--- src/rtl/loader_pkg.sv ---
// Shared types and helpers for the program loader.
package loader_pkg;

  // Loader FSM states.
  typedef enum logic [2:0] {
    IDLE,
    COLLECT,
    BURST,
    RUN,
    ERROR
  } ld_state_t;

  // Shortest legal image: start address plus one (instruction, data) pair.
  localparam int unsigned MIN_LEN = 3;

  // An image is legal when it is odd-sized (address + whole pairs) and not too short.
  function automatic logic len_ok(input int unsigned l);
    return (l[0] == 1'b1) && (l >= MIN_LEN);
  endfunction

endpackage

--- src/rtl/loader_buf.sv ---
// Image buffer: DEPTH x 8 RAM with synchronous write and asynchronous read, no reset.
module loader_buf
  import loader_pkg::*;
#(
  parameter int unsigned DEPTH = 64,
  parameter int unsigned IW    = $clog2(DEPTH)
) (
  input  logic          clk,
  input  logic          we,
  input  logic [IW-1:0] waddr,
  input  logic [7:0]    wdata,
  input  logic [IW-1:0] raddr,
  output logic [7:0]    rdata
);

  logic [7:0] mem [DEPTH];

  // Store an accepted source byte.
  always_ff @(posedge clk) begin
    if (we) begin
      mem[waddr] <= wdata;
    end
  end

  assign rdata = mem[raddr];

endmodule

--- src/rtl/program_loader.sv ---
// Collects a program image over valid/ready, then plays it into the core as one
// gap-free burst and releases the core with start.
module program_loader
  import loader_pkg::*;
#(
  parameter int unsigned DEPTH = 64,
  parameter int unsigned AW    = $clog2(DEPTH) + 1
) (
  input  logic       clk,
  input  logic       rst,
  input  logic       clear,
  input  logic       in_valid,
  input  logic [7:0] in_data,
  input  logic       in_last,
  output logic       in_ready,
  output logic       proc_rst_n,
  output logic [7:0] proc_data,
  output logic       proc_start,
  output logic       busy,
  output logic       done,
  output logic       err
);

  localparam int unsigned IW = AW - 1;
  localparam logic [AW-1:0] DepthL = AW'(DEPTH);

  ld_state_t     state_q, state_d;
  logic [AW-1:0] len_q, len_d;
  logic [AW-1:0] idx_q, idx_d;
  logic          xfer;
  logic [IW-1:0] raddr;
  logic [7:0]    rdata;

  logic          proc_rst_n_q;
  logic          proc_start_q;
  logic          busy_q;
  logic          done_q;
  logic          err_q;

  // Ready depends only on state and fill level, never on source inputs.
  always_comb begin
    unique case (state_q)
      IDLE:    in_ready = 1'b1;
      COLLECT: in_ready = (len_q < DepthL);
      default: in_ready = 1'b0;
    endcase
  end

  assign xfer = in_valid && in_ready;

  // Next-state and counter update.
  always_comb begin
    state_d = state_q;
    len_d   = len_q;
    idx_d   = idx_q;
    unique case (state_q)
      IDLE, COLLECT: begin
        if (xfer) begin
          len_d = len_q + 1'b1;
          if (in_last) begin
            idx_d   = '0;
            state_d = len_ok(32'(len_q) + 32'd1) ? BURST : ERROR;
          end else begin
            state_d = COLLECT;
          end
        end else if (state_q == COLLECT && len_q == DepthL) begin
          // Buffer full and no end-of-image marker seen.
          state_d = ERROR;
        end
      end
      BURST: begin
        if (idx_q == len_q - 1'b1) begin
          idx_d   = '0;
          state_d = RUN;
        end else begin
          idx_d = idx_q + 1'b1;
        end
      end
      RUN, ERROR: begin
        if (clear) begin
          len_d   = '0;
          idx_d   = '0;
          state_d = IDLE;
        end
      end
      default: begin
        len_d   = '0;
        idx_d   = '0;
        state_d = IDLE;
      end
    endcase
  end

  // State, counters and registered status flags; flags follow the next state so
  // they line up with the state register.
  always_ff @(posedge clk or negedge rst) begin
    if (!rst) begin
      state_q      <= IDLE;
      len_q        <= '0;
      idx_q        <= '0;
      proc_rst_n_q <= 1'b0;
      proc_start_q <= 1'b0;
      busy_q       <= 1'b0;
      done_q       <= 1'b0;
      err_q        <= 1'b0;
    end else begin
      state_q      <= state_d;
      len_q        <= len_d;
      idx_q        <= idx_d;
      proc_rst_n_q <= (state_d == BURST) || (state_d == RUN);
      proc_start_q <= (state_d == RUN);
      busy_q       <= (state_d == COLLECT) || (state_d == BURST);
      done_q       <= (state_d == RUN);
      err_q        <= (state_d == ERROR);
    end
  end

  // Burst walks the buffer; RUN parks on byte 0 (entry address).
  assign raddr = (state_q == BURST) ? idx_q[IW-1:0] : '0;

  loader_buf #(
    .DEPTH (DEPTH),
    .IW    (IW)
  ) u_buf (
    .clk   (clk),
    .we    (xfer),
    .waddr (len_q[IW-1:0]),
    .wdata (in_data),
    .raddr (raddr),
    .rdata (rdata)
  );

  // Core data is forced to zero whenever the core is not being fed or running.
  always_comb begin
    proc_data = 8'h00;
    if (state_q == BURST || state_q == RUN) begin
      proc_data = rdata;
    end
  end

  assign proc_rst_n = proc_rst_n_q;
  assign proc_start = proc_start_q;
  assign busy       = busy_q;
  assign done       = done_q;
  assign err        = err_q;

endmodule
--- config.mk ---
export PLATFORM = sky130hd
export DESIGN_NAME = program_loader
export DESIGN_NICKNAME = d
export VERILOG_FILES = /design/src/rtl/loader_pkg.sv /design/src/rtl/loader_buf.sv /design/src/rtl/program_loader.sv
export SDC_FILE = /design/constraint.sdc
export NUM_CORES = 1
export LEC_CHECK = 0
export CORE_UTILIZATION = 30
export CTS_CLUSTER_DIAMETER = 150
export DETAILED_ROUTE_END_ITERATION = 16
export PLACE_DENSITY_LB_ADDON = 0.12
export SLEW_MARGIN = 20
export SYNTH_ARGS = -nofsm -noshare
export SYNTH_HDL_FRONTEND = slang
export SYNTH_HIERARCHICAL = 1
export SYNTH_SLANG_ARGS = --single-unit
--- constraint.sdc ---
create_clock -name clk -period 6.1 [get_ports clk]
set_input_delay 1.83 -clock clk [delete_from_list [all_inputs] [get_ports clk]]
set_output_delay 1.83 -clock clk [all_outputs]
set_load 0.05 [all_outputs]
==> results.toml <==
[outcome]
outcome = "finished, final reports clean"

[cts]
htree_num_levels = 2
cts.clk_slew.worst_paths_ps = 60
clock_latency_ps = 630
numCtsBuffers = 58
cts_tree = "built"
root_buffer = "clkbuf_16"
clk_path_buf_depth = 3
cts-hold-fix-buffers = 0
clock-sinks = 533

[floorplan]
ios = 27
core-area_mm2 = 0.0705
die_h_um = 270
initial_core_util = 0.305
die_x_um = 270
die_area_mm2 = 0.0727
rows = 97

[timing]
rsz0062_at_grt = "no"
fin_setup_tns_ps = 0
slew_violations = 0
relSlewSlack = 0.254
worst_slew_pin_slew_ps = 1110
setup_viol = 0
fmax_mhz = 170
post-route-period-util = 0.967
finalCriticalPeriod_ps = 5900
whs_ps = 560
hold_viol = 0
skew_ps = 25.7

[drt]
via_per_inst = 4.90
met3WireLength_um = 2630
drtAntennaViolNets = 0
dr.max_layer_used = "met4"
drc_errors = 0
vias = 10600
first_pass_iters = 5
dr_wl_met2_um = 25900
routed_wl_um = 55700
initialDrtViolationCount = 839
post_drt_wl_per_cell_um = 25.6
wl_met1_um = 25600

[worst_setup_path]
ff2ff_setup_slack_ps = 2830
end_kind = "primary output"
critPathKind = "register to primary output"
worstPathRequired_ps = 4270
worst_setup_path_start_kind = "register"
reg2regPathDepth = 7
crit_path_max_fanout = 20
arrival_ps = 4070

[power]
p_seq_frac = 0.536
p_leak_nw = 7.72
irDropWorstVdd_uv = 218
swShare = 0.200
power.total_w = 0.00748
switchingPower_w = 0.00150
p_clk_frac = 0.454
power.density_mw_per_mm2 = 300
p_int_w = 0.00598
p_comb_frac = 0.009

[cells_and_area]
drive_above_1_share = 0.268
nNetsFinal = 1201
syn_to_final_growth_pct = 16.1
final_cell_area_mm2 = 0.0250
stdcell_count = 2170

[global_route]
grt_pass1_vias = 11300
grt_usage = 0.154
antenna_found_initial = 1
grt_overflow = 0
grt_first_pass_wirelength_um = 81000
grt_max_degree = 65

[synthesis]
synth_area_mm2 = 0.0215
synth_cell_types = 68
synth.most_common_cell = "edfxtp_1"
synth_top_area_frac = 0.715
synth_flop_cell = "edfxtp_1"
ys_ff_latch = 533
synth_fp_nets = 1112
synth_commonest_cells = "edfxtp_1, mux4_2, nor2_1"
ys_warn_count = 6
synth-edff-count = 512
avgSynthCellArea_um2 = 19.6
synth_area_leader_cell = "edfxtp_1"
async_reset_ff_frac = 0.0394
yosysSeqAreaShare = 0.740
synth_cells = 1095
ys_top_cells_by_area = "edfxtp_1, mux4_2, dfrtp_1"

[worst_hold_path]
holdPathStages = 1
hold_class = "register to register"

[placement]
hpwl_um = 34400
place_inst = 2056
place_area_mm2 = 0.0230
gp_congestion = 0.775
portBuffers = 26

[job]
max_cap_viol_count = 0
[stage by stage]
stage / utilization / setup slack [ps]
3_3_place_gp: 0.326 / 303
4_1_cts: 0.353 / 51.7
5_1_grt: 0.354 / 20.6
2_1_floorplan: - / 1290
3_5_place_dp: 0.326 / 345
6_report: 0.354 / 204
[layout make-up]
cell class	instances	area (um^2)
fillers	6554	45600
flip-flops and latches	533	15900
repair buffers	87	773
inverters	6	23.8
multi-input cells	498	5250
clock inverters	35	323
clock buffers	70	1510
diodes	1	2.50
well taps	940	1180
[flip-flops by register name, summed over array words and instances (netlist names)]
signal / count
state_q: 3
idx_q: 7
busy: 1
err: 1
proc_rst_n: 1
u_buf/mem: 512
len_q: 7
done: 1
[critical path, stage by stage, from the launching register on]
cell      delay [ps]
dfrtp_1          450
nand2b_1         250
nor2_4           200
buf_4            190
and2_4           230
buf_12           170
buf_6            260
mux4_2           560
mux2i_1          390
nand2_1          130
nand3_1          110
o32ai_1          120
and2_1           170
buf_4            180
[layer usage]
metal / up-vias / track usage
li1: 4667 / -
met1: 5646 / 0.214
met2: 232 / 0.239
met3: 91 / 0.0325
met4: 0 / 0.0513
met5: - / 0
[power by group through the flow]
stage	Sequential [W]	Clock (W)	Combinational, W
2_1_floorplan	0.00409	0	0.00000110
3_5_place_dp	0.00409	0	0.0000749
6_report	0.00401	0.00340	0.0000705
4_1_cts	0.00401	0.00351	0.0000746
3_3_place_gp	0.00409	0	0.0000731
5_1_grt	0.00401	0.00365	0.0000785
[cell usage in the layout, fill, tap and decap left out, types with 11 or more instances in the layout]
| cell | instances |
|---|---|
| clkbuf_16 | 58 |
| o22ai_1 | 12 |
| nor2_1 | 93 |
| nand3_1 | 20 |
| edfxtp_1 | 512 |
| mux2i_1 | 23 |
| nor3_1 | 15 |
| nor2b_1 | 15 |
| and2_1 | 12 |
| dfrtp_1 | 21 |
| buf_4 | 59 |
| mux2_2 | 14 |
| clkinv_2 | 16 |
| nand2_1 | 30 |
| clkbuf_1 | 11 |
| mux4_2 | 126 |
[cell families (layout without fill, tap and decap cells)]
group / Yosys count / count (layout) / share of synthesized area
flip-flops: 533 / 533 / 0.740
AND/OR/NAND/NOR: 224 / 225 / 0.0495
multiplexers: 164 / 164 / 0.151
AO/OA/AOI/OAI: 92 / 92 / 0.0336
buffers and inverters: 65 / 198 / 0.0189
XOR/XNOR: 13 / 13 / 0.00530
adder cells (fa/ha/maj): 4 / 4 / 0.00233
other: 0 / 1 / 0
[final timing paths]
check                      startpoint                to
setup / recovery           state_q[2]      proc_data[6]
hold / removal               idx_q[6]          idx_q[6]
setup reg to reg           state_q[2]  u_buf/mem[32][6]
hold reg to reg              idx_q[6]          idx_q[6]
max in group asynchronous         rst          idx_q[1]
min in group asynchronous         rst              done
[repair_timing]
item / CTS / global route
endpoints found under the setup margin: 8 / 8
gates resized for setup: 3 / 6
pin swaps: 1 / 0
setup buffers: 7 / 0
gates cloned: 1 / 0
(Power assumes the default switching activity.)
